## config.mk

```make
export PLATFORM = sky130hd
export DESIGN_NAME = sd_cmd_arb
export DESIGN_NICKNAME = d
export VERILOG_FILES = /design/src/rtl/sd_pkg.sv /design/src/rtl/sd_r1_rx.sv /design/src/rtl/sd_cmd_arb.sv
export SDC_FILE = /design/constraint.sdc
export NUM_CORES = 1
export LEC_CHECK = 0
export BUFFER_PORTS_ARGS = -buffer_cell sky130_fd_sc_hd__buf_2
export CAP_MARGIN = 20
export CORE_MARGIN = 2
export CORE_UTILIZATION = 53
export CTS_CLUSTER_SIZE = 8
export DETAILED_ROUTE_END_ITERATION = 8
export PLACE_DENSITY = 0.92
export RECOVER_POWER = 25
export SLEW_MARGIN = 20
export SYNTH_ARGS = -nofsm -noshare
export SYNTH_HDL_FRONTEND = slang
export SYNTH_HIERARCHICAL = 1
export SYNTH_SLANG_ARGS = --single-unit
export TNS_END_PERCENT = 5
```

## constraint.sdc

```tcl
create_clock -name SD_CK -period 3.9 [get_ports SD_CK]
set_clock_uncertainty 0.1 [all_clocks]
set_input_delay 0 -clock SD_CK [delete_from_list [all_inputs] [get_ports SD_CK]]
set_output_delay 0 -clock SD_CK [all_outputs]
set_load 0.05 [all_outputs]
```

## src/rtl/sd_pkg.sv

```systemverilog
// Shared SD SPI definitions: FSM encoding, frame/R1 widths, timeout byte
// and a saturating counter helper.
package sd_pkg;

    typedef enum logic [2:0] {
        ST_IDLE,
        ST_SEND,
        ST_WAIT,
        ST_RECV,
        ST_GAP
    } state_e;

    localparam int FRAME_W = 48;
    localparam int R1_W    = 8;

    localparam logic [R1_W-1:0] R1_TIMEOUT = 8'hFF;

    function automatic logic [15:0] sat_inc16(input logic [15:0] v);
        return (v == 16'hFFFF) ? v : v + 16'd1;
    endfunction

endpackage

```

## src/rtl/sd_r1_rx.sv

```systemverilog
// R1 receiver: hunts for the start bit (MISO low) while enabled, then
// shifts in the remaining bits MSB first and flags the final bit.
module sd_r1_rx
    import sd_pkg::*;
(
    input  logic            clk_i,
    input  logic            rst_ni,
    input  logic            en_i,
    input  logic            miso_i,
    output logic            start_o,
    output logic            done_o,
    output logic [R1_W-1:0] byte_o
);

    logic            active_q, active_d;
    logic [2:0]      cnt_q, cnt_d;
    logic [R1_W-2:0] shift_q, shift_d;

    assign start_o = en_i && !active_q && !miso_i;
    assign done_o  = en_i && active_q && (cnt_q == 3'(R1_W - 1));
    // Byte is complete combinationally during the cycle the last bit is sampled.
    assign byte_o  = {shift_q, miso_i};

    always_comb begin
        active_d = active_q;
        cnt_d    = cnt_q;
        shift_d  = shift_q;
        if (!en_i || done_o) begin
            active_d = 1'b0;
            cnt_d    = '0;
        end else if (start_o) begin
            active_d = 1'b1;
            cnt_d    = 3'd1;
            shift_d  = byte_o[R1_W-2:0];
        end else if (active_q) begin
            cnt_d    = cnt_q + 3'd1;
            shift_d  = byte_o[R1_W-2:0];
        end
    end

    always_ff @(posedge clk_i or negedge rst_ni) begin
        if (!rst_ni) begin
            active_q <= 1'b0;
            cnt_q    <= '0;
        end else begin
            active_q <= active_d;
            cnt_q    <= cnt_d;
        end
    end

    always_ff @(posedge clk_i) begin
        shift_q <= shift_d;
    end

endmodule

```

## src/rtl/sd_cmd_arb.sv

```systemverilog
// Two-requester round-robin SD SPI command arbiter: sends a 48-bit frame,
// collects the R1 byte or times out. Optional stats via SD_CMD_ARB_STATS_EN.
module sd_cmd_arb
    import sd_pkg::*;
#(
    parameter int RESP_TIMEOUT = 127,
    parameter int GAP_CYCLES   = 8
) (
    input  logic               SD_CK,
    input  logic               rst_n,
    input  logic               init_o,
    input  logic               req0_valid,
    input  logic [FRAME_W-1:0] req0_cmd,
    output logic               req0_ready,
    input  logic               req1_valid,
    input  logic [FRAME_W-1:0] req1_cmd,
    output logic               req1_ready,
    output logic               rsp_valid,
    output logic               rsp_id,
    output logic [R1_W-1:0]    rsp_r1,
    output logic               rsp_timeout,
    output logic               busy,
    input  logic               SD_MISO,
    output logic               SD_MOSI,
    output logic               SD_CSn
`ifdef SD_CMD_ARB_STATS_EN
    ,
    output logic [15:0]        stat_cmd0,
    output logic [15:0]        stat_cmd1,
    output logic [15:0]        stat_tmo
`endif
);

    localparam int CNT_MAX0 = (RESP_TIMEOUT > FRAME_W - 1) ? RESP_TIMEOUT : FRAME_W - 1;
    localparam int CNT_MAX  = (GAP_CYCLES - 1 > CNT_MAX0) ? GAP_CYCLES - 1 : CNT_MAX0;
    localparam int CNT_W    = $clog2(CNT_MAX + 1);

    state_e             state_q, state_d;
    logic [CNT_W-1:0]   cnt_q, cnt_d;
    logic [FRAME_W-1:0] cmd_q, cmd_d;
    logic               id_q, last_q;
    logic               ready0_q, ready1_q;
    logic               rsp_valid_q, rsp_id_q, rsp_tmo_q;
    logic [R1_W-1:0]    rsp_r1_q;

    logic               grant, gnt_id;
    logic               rx_en, rx_start, rx_done;
    logic [R1_W-1:0]    rx_byte;
    logic               tmo_evt, rsp_evt;

    assign grant   = (state_q == ST_IDLE) && init_o && (req0_valid || req1_valid);
    // On contention the requester not served last wins.
    assign gnt_id  = (req0_valid && req1_valid) ? ~last_q : req1_valid;
    assign rx_en   = (state_q == ST_WAIT) || (state_q == ST_RECV);
    assign tmo_evt = (state_q == ST_WAIT) && !rx_start && (cnt_q == CNT_W'(1));
    assign rsp_evt = tmo_evt || ((state_q == ST_RECV) && rx_done);

    sd_r1_rx u_r1_rx (
        .clk_i   (SD_CK),
        .rst_ni  (rst_n),
        .en_i    (rx_en),
        .miso_i  (SD_MISO),
        .start_o (rx_start),
        .done_o  (rx_done),
        .byte_o  (rx_byte)
    );

    always_ff @(posedge SD_CK or negedge rst_n) begin
        if (!rst_n) state_q <= ST_IDLE;
        else        state_q <= state_d;
    end

    always_comb begin
        state_d = state_q;
        cnt_d   = cnt_q;
        cmd_d   = cmd_q;
        unique case (state_q)
            ST_IDLE: begin
                if (grant) begin
                    state_d = ST_SEND;
                    cnt_d   = CNT_W'(FRAME_W - 1);
                    cmd_d   = gnt_id ? req1_cmd : req0_cmd;
                end
            end
            ST_SEND: begin
                cmd_d = {cmd_q[FRAME_W-2:0], 1'b1};
                if (cnt_q == '0) begin
                    state_d = ST_WAIT;
                    cnt_d   = CNT_W'(RESP_TIMEOUT);
                end else begin
                    cnt_d = cnt_q - 1'b1;
                end
            end
            ST_WAIT: begin
                cnt_d = cnt_q - 1'b1;
                if (rx_start) begin
                    state_d = ST_RECV;
                    cnt_d   = '0;
                end else if (tmo_evt) begin
                    state_d = ST_GAP;
                end
            end
            ST_RECV: begin
                if (rx_done) state_d = ST_GAP;
            end
            ST_GAP: begin
                // Counter arrives here at zero from either WAIT or RECV.
                if (cnt_q == CNT_W'(GAP_CYCLES - 1)) begin
                    state_d = ST_IDLE;
                    cnt_d   = '0;
                end else begin
                    cnt_d = cnt_q + 1'b1;
                end
            end
            default: state_d = ST_IDLE;
        endcase
    end

    always_comb begin
        SD_CSn  = 1'b1;
        SD_MOSI = 1'b1;
        busy    = (state_q != ST_IDLE);
        case (state_q)
            ST_SEND: begin
                SD_CSn  = 1'b0;
                SD_MOSI = cmd_q[FRAME_W-1];
            end
            ST_WAIT, ST_RECV: SD_CSn = 1'b0;
            default: ;
        endcase
    end

    always_ff @(posedge SD_CK or negedge rst_n) begin
        if (!rst_n) begin
            cnt_q       <= '0;
            id_q        <= 1'b0;
            last_q      <= 1'b1;
            ready0_q    <= 1'b0;
            ready1_q    <= 1'b0;
            rsp_valid_q <= 1'b0;
            rsp_id_q    <= 1'b0;
            rsp_tmo_q   <= 1'b0;
            rsp_r1_q    <= R1_TIMEOUT;
        end else begin
            cnt_q       <= cnt_d;
            ready0_q    <= grant && !gnt_id;
            ready1_q    <= grant && gnt_id;
            rsp_valid_q <= rsp_evt;
            if (grant) begin
                id_q   <= gnt_id;
                last_q <= gnt_id;
            end
            if (rsp_evt) begin
                rsp_id_q  <= id_q;
                rsp_tmo_q <= tmo_evt;
                rsp_r1_q  <= tmo_evt ? R1_TIMEOUT : rx_byte;
            end
        end
    end

    always_ff @(posedge SD_CK) begin
        cmd_q <= cmd_d;
    end

    assign req0_ready  = ready0_q;
    assign req1_ready  = ready1_q;
    assign rsp_valid   = rsp_valid_q;
    assign rsp_id      = rsp_id_q;
    assign rsp_r1      = rsp_r1_q;
    assign rsp_timeout = rsp_tmo_q;

`ifdef SD_CMD_ARB_STATS_EN
    logic [15:0] st_cmd0_q, st_cmd1_q, st_tmo_q;

    always_ff @(posedge SD_CK or negedge rst_n) begin
        if (!rst_n) begin
            st_cmd0_q <= '0;
            st_cmd1_q <= '0;
            st_tmo_q  <= '0;
        end else if (rsp_evt) begin
            if (id_q) st_cmd1_q <= sat_inc16(st_cmd1_q);
            else      st_cmd0_q <= sat_inc16(st_cmd0_q);
            if (tmo_evt) st_tmo_q <= sat_inc16(st_tmo_q);
        end
    end

    assign stat_cmd0 = st_cmd0_q;
    assign stat_cmd1 = st_cmd1_q;
    assign stat_tmo  = st_tmo_q;
`endif

endmodule

```

Word-level counts from Yosys, hierarchy flattened
Index checks and enable logic that the tools add are counted.
Storage, ports and cells
  flip-flop bits (word level): 84
Cells by class
  $add $sub $neg: 3
  equality and inequality tests: 12
  muxes and demuxes: 26
  bitwise logic cells: 2
  reduce and logical (&&, ||, !) cells: 34
Operators with widths (count)
  $mux 48: 2
  $pmux 48 s2: 1
  $mux 7: 6
  $pmux 7 s4: 1
  $mux 3: 9
  $pmux 3 s5: 1
  $logic_and 1x1->1: 12
  $mux 8: 1
  $ne 2x2->1 const B: 4
  $add 7x1->7 const B: 1
  $eq 7x1->1 const B: 1
  $eq 7x3->1 const B: 1
  $logic_not 7->1: 1
  $sub 7x1->7 const B: 1
  $eq 3x2->1 const B: 2
  $eq 3x3->1 const B: 2
  $reduce_and 2->1: 3
  $reduce_bool 2->1: 3
  $reduce_bool 3->1: 2
  $logic_not 1->1: 5
  $mux 1: 5
  $reduce_and 5->1: 1
  $logic_or 1x1->1: 4
  $reduce_bool 4->1: 1
  other kinds (6): 7

Logic depth before layout (Yosys ltp)
Gate-level depths: netlist of run 1.
  depth after elaboration: 10
  mapped depth: 10
  mapped depth without buffers: 9

By module
Netlist of run 1, hierarchy kept.
By module, submodules not included
  sd_cmd_arb: times used 1, cells each 379, area each 3942.5 µm², sequential area each 2078.2 µm²
  sd_r1_rx: times used 1, cells each 29, area each 432.9 µm², sequential area each 310.3 µm²

Worst setup path after synthesis of run 1
No wires, ideal clock.
  path kind: register to register
  start: register state_q[1]
  end: register cmd_q[0], enable pin
  library setup time: 0.406 ns
  arrival: 2.421 ns
  data required time: 3.394 ns
  setup slack: 0.972 ns
  cell stages (with the launch flop): 6
  cell sequence: dfrtp_1 -> buf_2 -> nor3_2 -> inv_2 -> or2_1 -> nand2_1
Between the ends
  word-level cells in the longest chain between the ends: 5
  elaborated cells on any way between the ends: 7
  classes of those cells: eq/ne: 2; reduce/logical: 5
RTL lines
  from (decl): line sd_cmd_arb.sv:38  | state_e state_q, state_d;
  from (signal assigned): line sd_cmd_arb.sv:70  | else state_q <= state_d;
  $logic_not 3->1: line sd_cmd_arb.sv:51, sd_cmd_arb.sv:77
  $logic_and 1x1->1 (2 in series): line sd_cmd_arb.sv:51  | assign grant = (state_q == ST_IDLE) && init_o && (req0_valid || req1_valid);
  $ne 2x2->1 (no line)
  $reduce_and 2->1 (no line) *
  to (signal assigned): line sd_cmd_arb.sv:162  | cmd_q <= cmd_d;
  to (decl): line sd_cmd_arb.sv:40  | logic [FRAME_W-1:0] cmd_q, cmd_d;
Every way passes the cells marked *; elsewhere a longest branch is shown, timed or not.
A chain may end at the register's enable or synchronous reset.

Final worst setup path of run 1
  start: register last_q
  end: register cmd_q[4], data pin
Between the ends
  word-level cells in the longest chain between the ends: 5
RTL lines
  from (decl): line sd_cmd_arb.sv:41  | logic id_q, last_q;
  from (signal assigned): line sd_cmd_arb.sv:151  | last_q <= gnt_id;
  $not 1->1: line sd_cmd_arb.sv:53  | assign gnt_id = (req0_valid && req1_valid) ? ~last_q : req1_valid;
  $mux 1: line sd_cmd_arb.sv:53
  $mux 48: line sd_cmd_arb.sv:82  | cmd_d = gnt_id ? req1_cmd : req0_cmd;
  $mux 48: line sd_cmd_arb.sv:79  | if (grant) begin
  $pmux 48 s2: line sd_cmd_arb.sv:77  | unique case (state_q)
  net cmd_d[4]: line sd_cmd_arb.sv:40
The timed path passes the listed nets, and every way through them passes these cells. The select of a mux whose other input is x is not followed.

==> results of run 1 <==
## registers in the layout (all words and copies together) (netlist names), 3 cells and up
signal / count
state_q: 3
rsp_r1: 8
cnt_q: 7
cmd_q: 48
u_r1_rx/shift_q: 7
u_r1_rx/cnt_q: 3
## layer usage
| layer | share of wire | vias up | GRT usage | routed length, microns |
|---|---|---|---|---|
| li1 | - | 1885 | - | - |
| met1 | 0.37 | 2010 | 0.384 | 5380 |
| met2 | 0.50 | 338 | 0.554 | 7290 |
| met3 | 0.087 | 70 | 0.0678 | 1270 |
| met4 | 0.047 | 0 | 0.152 | 689 |
| met5 | 0 | - | 0 | 0 |
## worst max-delay path by stage
stage	end	slack, ns	depth (start not counted)	from
finish	cmd_q[4]	1.24	5	last_q
global route	cnt_q[4]	1.01	9	state_q[2]
CTS	cnt_q[4]	1.24	9	state_q[2]
detailed placement	cnt_q[4]	1.28	9	state_q[2]
global placement	cnt_q[4]	1.49	9	state_q[2]
floorplan	cmd_q[0]	0.97	5	state_q[1]
## cell usage after synthesis, types with 2 or more instances
library cell  count  area [sq um]
nor3_2            2          20.0
o211ai_1          2          15.0
and3_1            4          25.0
a21o_1            2          15.0
mux2i_1          49           490
nand3_1          13          65.1
edfxtp_1         55          1650
o21ai_1          17          85.1
dfrtp_1          20           500
buf_2            14          70.1
clkbuf_1         11          41.3
a21oi_2           2          17.5
ha_1              6          75.1
nor2_1           13          48.8
nor3_1            3          15.0
a31o_1            2          17.5
dfstp_2           9           236
o32ai_1           3          26.3
nand2_1          81           304
a41oi_1           2          17.5
a21oi_1           4          20.0
o22ai_1           2          12.5
xor2_1            2          17.5
a31oi_1           4          25.0
inv_1             4          15.0
and2_1            2          12.5
nand2b_1          5          31.3
inv_2             2          7.51
o21ai_0          35           175
o31ai_1           3          22.5
xnor2_1           2          17.5
nor3b_2           2          25.0
nand4_1           3          18.8
or2_1             3          18.8
## logic make-up (layout without fill, tap and decap cells)
family,count (synthesis),count (layout)
simple gates,139,139
xor+xnor,4,4
other cells,0,1
mux,50,50
buf+inv,33,242
fa+ha+maj,7,7
flops,84,84
compound gates,91,91
## final cells by class
cell class / instances / area, sq um
Sequential cell: 84 / 2390
Timing Repair Buffer: 220 / 1600
Clock buffer: 15 / 199
Multi-Input combinational cell: 291 / 1850
Fill cell: 420 / 1880
Antenna cell: 1 / 2.50
Inverter: 6 / 22.5
Tap cell: 105 / 131
Clock inverter: 1 / 8.76
## power breakdown
group | internal, mW | total [mW] | switching [mW]
logic | 0.667 | 1.81 | 1.15
clock network | 0.331 | 0.656 | 0.325
registers | 1.53 | 1.78 | 0.256
## stage by stage
step / instance area [sq um] / hold slack, ns / setup slack [ns]
after floorplan: 4380 / -0.396 / 0.972
after global routing: 6210 / 0.00766 / 1.01
after global placement: 5020 / -0.0391 / 1.49
final: 6210 / 0.0170 / 1.24
after CTS: 6210 / 0.000347 / 1.24
after detailed placement: 5020 / -0.0283 / 1.28
## worst max-delay path, cell delays in order, from the launching register on
cell and delay, ns:
dfstp_2 0.40, a21boi_4 0.49, buf_12 0.34, mux2i_1 0.22, dlygate4sd3_1 0.63, o21ai_0 0.16
==> results.toml, run 1 <==
[cells_and_area]
syn2layout_area_growth_pct = 42.0
layout.nets = 720
layout.cells.non_filler = 723
layout-drive-gt1-share = 0.237
layout_common_cells = "buf_2, dlygate4sd3_1, nand2_1, edfxtp_1, mux2i_1"
mostFrequentLayoutCell = "buf_2"
post-route-util = 0.767

[sta]
tightest_slew_ns = 1.61
fin_crit_sh = 0.683
slew_violations = 30
slew_headroom = -0.0734
rsz0062_at_grt = "false"
setup_violations = 0
hold_viol = 0
fin_crit_ns = 2.66
fmax_ghz = 0.376
setup_tns_ns = 0

[clocking]
cts-root-buf = "clkbuf_8"
cts_tree = "built"
clockBufferDepth = 2
cts_setup_buffers = 0
clk_latency_ns = 0.36
post_cts_resized = 0
htreeDepth = 3
cts.sinks = 84
cts-buffers-inserted = 9
path_clk_slew_ns = 0.09
postCtsHoldBufs = 98

[yosys]
synth-xor-area-share = 0.00801
synth_top_family_by_area = "simple AND/OR/NAND/NOR gates"
synthArstFlopShare = 0.345
ys_types = 59
synth-simple-area-share = 0.149
synthAdderAreaFrac = 0.0194
syn-cell-area_sq_mm = 0.00438
syn_inst = 408
synth-edff-count = 55
yosysSeqAreaShare = 0.546
muxShareOfSynthArea = 0.115
synth-compound-area-share = 0.128
ys_ff_latch = 84
yosys_warnings = 6
synth_flop_cell = "edfxtp_1"
syn_nets = 516
syn_avg_cell_area_sq_um = 10.7

[die]
start_util = 0.541
die_h_microns = 94.9
ios = 118
core.rowCount = 33
coreArea_sq_mm = 0.00809
die_w_microns = 94.9
die-area_sq_mm = 0.00900

[worst_setup_path]
worst_setup_path_end_kind = "flip-flop"
crit_fanout = 39
worst_ep_arrival_time_ns = 2.61
r2r_start = "last_q"
r2r-end = "cmd_q[4]"
reg2regPathDepth = 5
r2r_slack_ns = 1.24
required_ns = 3.85
cp-start-kind = "flip-flop"
path_class = "reg -> reg"

[place]
port-buffer-count = 117
dp_hpwl_microns = 6610
gp_congestion = 0.940
dpl.cell_count = 607

[run_status]
status = "complete, but fails checks"
violations = "max-capacitance violations, max-slew violations"

[worst_hold_path]
whs_path_depth = 3
hold_class = "in -> reg"
whs_endpoint = "cmd_q[13]"
hold_start = "req0_cmd[13]"

[run]
cap_violations = 1

[grt]
grt_overflow = 0
grt_pass1_vias = 4226
grt_max_degree = 53
grt_use_total = 0.321
antenna_found_initial = 1
grt_pass1_wl_microns = 21700

[power_and_ir_drop]
vdd_drop_max_mv = 0.492
power_density_mw_per_mm2 = 685
p_leak_nw = 2.75
fin_total_pwr_mw = 4.25

[routing]
via_per_inst = 5.95
postRouteAntennaNets = 0
drtIter0Drc = 486
wl_per_cell_microns = 20.2
drc = 0
dr.pass1.iters = 8
vias = 4303
totalWireLength_microns = 14600
No activity file was read; power rests on OpenSTA's default activity.
==> run 2, diff against run 1 <==
==> constraint.sdc (replaced) <==
create_clock -name SD_CK -period 2.5 [get_ports SD_CK]
set_clock_uncertainty 0.1 [all_clocks]
set_input_delay 0 -clock SD_CK [delete_from_list [all_inputs] [get_ports SD_CK]]
set_output_delay 0 -clock SD_CK [all_outputs]
set_load 0.05 [all_outputs]
==> results.toml, run 2 (synthesis results as in run 1) <==
[run_status]
status = "complete, but fails checks"
violations = "negative hold slack, max-capacitance violations, max-slew violations"

[cells_and_area]
multi_input_area_sq_mm = 0.00185
layout-drive-gt1-share = 0.251
regMostFlops = "cmd_q"
layout_common_cells = "buf_2, dlygate4sd3_1, nand2_1, edfxtp_1, mux2i_1"
layout.nets = 724
n_fill_cell = 434
post-route-util = 0.777
syn2layout_area_growth_pct = 43.7
largest_register_ffs = 48
seqCellArea_sq_mm = 0.00239
mostFrequentLayoutCell = "buf_2"

[sta]
fmax_ghz = 0.436
setup_tns_ns = 0
hold_viol = 1
fin_crit_ns = 2.30
tightest_slew_ns = 1.68
rsz0062_at_grt = "false"
slew_violations = 30
whs_ns = -0.00785
fin_crit_sh = 0.918
slew_headroom = -0.117
setup_violations = 0

[routing]
postRouteAntennaNets = 0
dr.pass1.iters = 7
drtIter0Drc = 541
via_per_inst = 6.00
wl_per_cell_microns = 21.0
drc = 0
vias = 4373
totalWireLength_microns = 15300

[clocking]
clk_latency_ns = 0.36
path_clk_slew_ns = 0.10
cts.sinks = 84
clockBufferDepth = 2
htreeDepth = 3
cts-buffers-inserted = 9
cts_setup_buffers = 0
cts-root-buf = "clkbuf_8"
cts_tree = "built"

[grt]
antenna_found_initial = 2
grt_pass1_vias = 4469
grt_max_degree = 98
grt_use_total = 0.348
grt_pass1_wl_microns = 23300
grt_overflow = 0

[die]
core.rowCount = 33
ios = 118
start_util = 0.541
die_h_microns = 94.9
coreArea_sq_mm = 0.00809
die-area_sq_mm = 0.00900
die_w_microns = 94.9

[worst_hold_path]
hold_class = "in -> reg"

[worst_setup_path]
required_ns = 2.47
crit_fanout = 21
path_class = "reg -> reg"
worst_setup_path_end_kind = "flip-flop"
worst_ep_arrival_time_ns = 2.27
cp-start-kind = "flip-flop"

[place]
gp_congestion = 0.872
dp_hpwl_microns = 6940
port-buffer-count = 117

[power_and_ir_drop]
p_sw_frac = 0.409
power_density_mw_per_mm2 = 1090
combPwrFrac = 0.442
p_leak_nw = 2.80
seqPwrFrac = 0.401
p_int_mw = 4.06
clkPwrFrac = 0.158
power_switching_mw = 2.81
vdd_drop_max_mv = 0.752

[run]
cap_violations = 1
run 2: changes by cell type in the layout (fill, tap and decap cells not counted):
cell / before / now
buf_4: 3 / 7
buf_12: 1 / 4
clkbuf_1: 15 / 12
dlygate4sd3_1: 99 / 96
clkinv_2: 0 / 2
diode_2: 1 / 3
bufinv_16: 0 / 1
clkbuf_16: 2 / 1
clkbuf_8: 10 / 9
clkinv_4: 0 / 1
inv_8: 0 / 1
run 2: final cells by class:
type,count,area share
Clock inverter,6,0.0109
Sequential cell,84,0.380
Antenna cell,3,0.00119
Inverter,6,0.00358
Timing Repair Buffer,224,0.265
Multi-Input combinational cell,291,0.295
Clock buffer,10,0.0237
Tap cell,105,0.0209
run 2: path summary, 6_finish.rpt:
path                                    start            endpoint  slack, ns  cells past startpoint
setup / recovery                   state_q[1]           cmd_q[26]       0.20                      6
hold / removal                   req0_cmd[37]           cmd_q[37]     -0.008                      3
setup reg to reg                   state_q[1]           cmd_q[26]       0.20                      6
hold reg to reg            u_r1_rx/shift_q[5]  u_r1_rx/shift_q[6]       0.36                      0
max in group asynchronous               rst_n            cnt_q[1]       0.81                      2
min in group asynchronous               rst_n            cnt_q[5]       0.51                      2
run 2: through the flow:
step	cell area, sq um	hold WS [ns]	power (mW)	cells	setup WS, ns
floorplan	4380	-0.396	4.45	408	0.0164
global placement	5110	-0.0415	5.01	614	0.406
detailed placement	5110	-0.0126	5.14	614	0.307
CTS	6290	0.00642	6.40	726	0.291
global route	6280	0.00712	7.20	728	0.0977
finish	6290	-0.00785	6.87	729	0.204
run 2: worst max-delay path, stage by stage, from the launching register on:
cell and delay (ns):
dfrtp_1 0.41, buf_4 0.20, nor3_2 0.43, inv_2 0.07
or2_1 0.30, nand2_2 0.28, buf_12 0.22
run 2: power by group through the flow:
stage | clock, mW | sequential [mW] | combinational [mW]
floorplan | 0 | 2.55 | 1.90
global placement | 0 | 2.66 | 2.36
detailed placement | 0 | 2.68 | 2.46
CTS | 1.05 | 2.65 | 2.69
global route | 1.14 | 2.79 | 3.27
finish | 1.08 | 2.75 | 3.03
run 2: metal layers:
| layer | part of all wire | GRT usage |
|---|---|---|
| met4 | 0.062 | 0.208 |
| met5 | 0 | 0 |
| met3 | 0.091 | 0.0878 |
| met1 | 0.36 | 0.405 |
| met2 | 0.48 | 0.580 |
run 2: timing repair:
item                      CTS  global route
hold buffers               96             0
hold endpoints to repair   83             0
resized for setup           0             0
==> run 3, diff against run 2 <==
--- a/config.mk
+++ b/config.mk
@@ -5,13 +5,14 @@
 export SDC_FILE = /design/constraint.sdc
 export NUM_CORES = 1
 export LEC_CHECK = 0
+export ABC_AREA = 1
 export BUFFER_PORTS_ARGS = -buffer_cell sky130_fd_sc_hd__buf_2
 export CAP_MARGIN = 20
 export CORE_MARGIN = 2
 export CORE_UTILIZATION = 53
 export CTS_CLUSTER_SIZE = 8
 export DETAILED_ROUTE_END_ITERATION = 8
-export PLACE_DENSITY = 0.92
+export PLACE_DENSITY = 0.93
 export RECOVER_POWER = 25
 export SLEW_MARGIN = 20
 export SYNTH_ARGS = -nofsm -noshare
==> results.toml, run 3 <==
[sta]
hold_viol = 0
fin_crit_ns = 2.47
fin_ws_ns = 0.0308
fmax_ghz = 0.405
slew_headroom = -0.0762
setup_tns_ns = 0
fin_crit_sh = 0.988
slew_violations = 30
setup_violations = 0
tightest_slew_ns = 1.61

[routing]
drtIter0Drc = 721
vias = 5137
via_per_inst = 6.20
postRouteAntennaNets = 0
totalWireLength_microns = 16700
drc = 0
dr.pass1.iters = 7
wl_per_cell_microns = 20.2

[worst_setup_path]
worst_setup_path_end_kind = "flip-flop"
path_class = "reg -> reg"
cp-start-kind = "flip-flop"
worst_ep_arrival_time_ns = 2.49
crit_fanout = 26
reg2regPathDepth = 7
required_ns = 2.52

[place]
pre_cts_ws_ns = 0.448
dpl_cell_area_sq_mm = 0.00499
port-buffer-count = 117
dp_hpwl_microns = 7260
gp_congestion = 0.904

[grt]
grt_max_degree = 53
grt_pass1_vias = 4912
antenna_found_initial = 1
grt_pass1_wl_microns = 24400
grt_overflow = 0
grt_use_total = 0.369

[die]
coreArea_sq_mm = 0.00809
ios = 118
start_util = 0.537
die_w_microns = 94.5
die-area_sq_mm = 0.00894
die_h_microns = 94.5
core.rowCount = 33

[cells_and_area]
layout.nets = 823
final_area_sq_mm = 0.00624
post-route-util = 0.771
syn2layout_area_growth_pct = 43.6
layout_common_cells = "nand2_1, buf_2, dlygate4sd3_1, nor2_1, edfxtp_1"
mostFrequentLayoutCell = "nand2_1"
regMostFlops = "cmd_q"
largest_register_ffs = 48
layout-drive-gt1-share = 0.219

[power_and_ir_drop]
vdd_drop_max_mv = 0.757
p_leak_nw = 2.75
fin_total_pwr_mw = 7.05
power_density_mw_per_mm2 = 1130

[run_status]
status = "complete, but fails checks"
violations = "max-capacitance violations, max-slew violations"

[yosys]
syn_nets = 614
yosys_warnings = 6
yosysSeqAreaShare = 0.550
synth_common_cells = "nand2_1, nor2_1, edfxtp_1"
synth-edff-count = 55
ys_types = 31
syn_inst = 506
synthTopCellsByArea = "edfxtp_1, nand2_1, dfrtp_1, a31oi_1, nor2_1"
syn_avg_cell_area_sq_um = 8.59
synth_flop_cell = "edfxtp_1"
syn-cell-area_sq_mm = 0.00434
ys_ff_latch = 84
yosys.cell_count.top_type = "nand2_1"
yosysTopAreaCell = "edfxtp_1"
synthArstFlopShare = 0.345
synth_top_area_frac = 0.380

[clocking]
path_clk_slew_ns = 0.10
cts.sinks = 84
htreeDepth = 3
clockBufferDepth = 2
cts-buffers-inserted = 9
cts-root-buf = "clkbuf_8"
cts_tree = "built"
clk_latency_ns = 0.38

[worst_hold_path]
whs_path_depth = 3
hold_class = "in -> reg"

[run]
cap_violations = 1
[run 3: cell types whose count changed after synthesis, moves of 5 or more]
cell	previous run	this run
o21ai_0	35	27
a31oi_1	4	47
nand2b_1	5	0
buf_1	0	5
o21ai_1	17	2
nand2_1	81	162
buf_2	14	5
nor2_1	13	77
mux2i_1	49	0
inv_1	4	25
[run 3: final timing paths]
path | start | end | slack [ns]
setup / recovery | state_q[0] | cmd_q[42] | 0.03
hold / removal | init_o | req1_ready | 0.06
setup reg to reg | state_q[0] | cmd_q[42] | 0.03
hold reg to reg | u_r1_rx/shift_q[0] | u_r1_rx/shift_q[1] | 0.37
max in group asynchronous | rst_n | state_q[0] | 0.79
min in group asynchronous | rst_n | u_r1_rx/cnt_q[0] | 0.47
[run 3: cell type report]
type                       instances  area (sq um)
sequential                        84          2390
fill                             459          1850
multi-input combinational        366          1710
timing repair buffer             224          1660
tap                              105           131
clock buffer                      10           128
inverter                          30           119
clock inverter                     6          93.8
antenna                            4          10.0
[run 3: logic make-up (layout without fill, tap and decap cells)]
kind of cell               Yosys count  in the layout  share of synthesized area
AOI/OAI and AO/OA                   83             83                      0.112
xor gates and xnor gates             3              3                    0.00605
other                                0              4                          0
adders and majority gates            6              6                     0.0173
DFF                                 84             84                      0.550
buffers and inverters               56            270                     0.0576
and+or+nand+nor                    274            274                      0.257
[run 3: report_power, final]
group          switching [mW]  total (mW)  internal [mW]
combinational            1.89        3.21           1.32
sequential              0.382        2.70           2.32
clock                   0.565        1.14          0.573
[run 3: per-layer routing]
metal  GRT usage  routed length (microns)  vias to the layer above
met5           0                        0                        -
met4       0.290                     1730                        0
met3      0.0854                     1520                      173
met2       0.621                     8200                      474
met1       0.400                     5300                     2362
li1            -                        -                     2128
[run 3: worst max-delay path, stage by stage, from the launching register on]
cell and delay, ns:
dfrtp_2 0.44, inv_2 0.07, nor3_4 0.28, inv_4 0.18, buf_4 0.26, nor2_1 0.22, a31oi_1 0.07, dlygate4sd3_1 0.58
[run 3: per-stage QoR]
stage | hold WS (ns) | std cells
finish | 0.0606 | 829
global route | 0.0718 | 826
CTS | 0.000455 | 821
detailed placement | -0.0360 | 707
global placement | -0.0501 | 707
floorplan | -0.396 | 506
[run 3: repair_timing]
item                                    4_1_cts  5_1_grt
endpoints found under the hold margin        83        0
setup buffers                                 0        4
endpoints found under the setup margin        0       32
gates resized for setup                       0        9
hold buffers                                 98        0
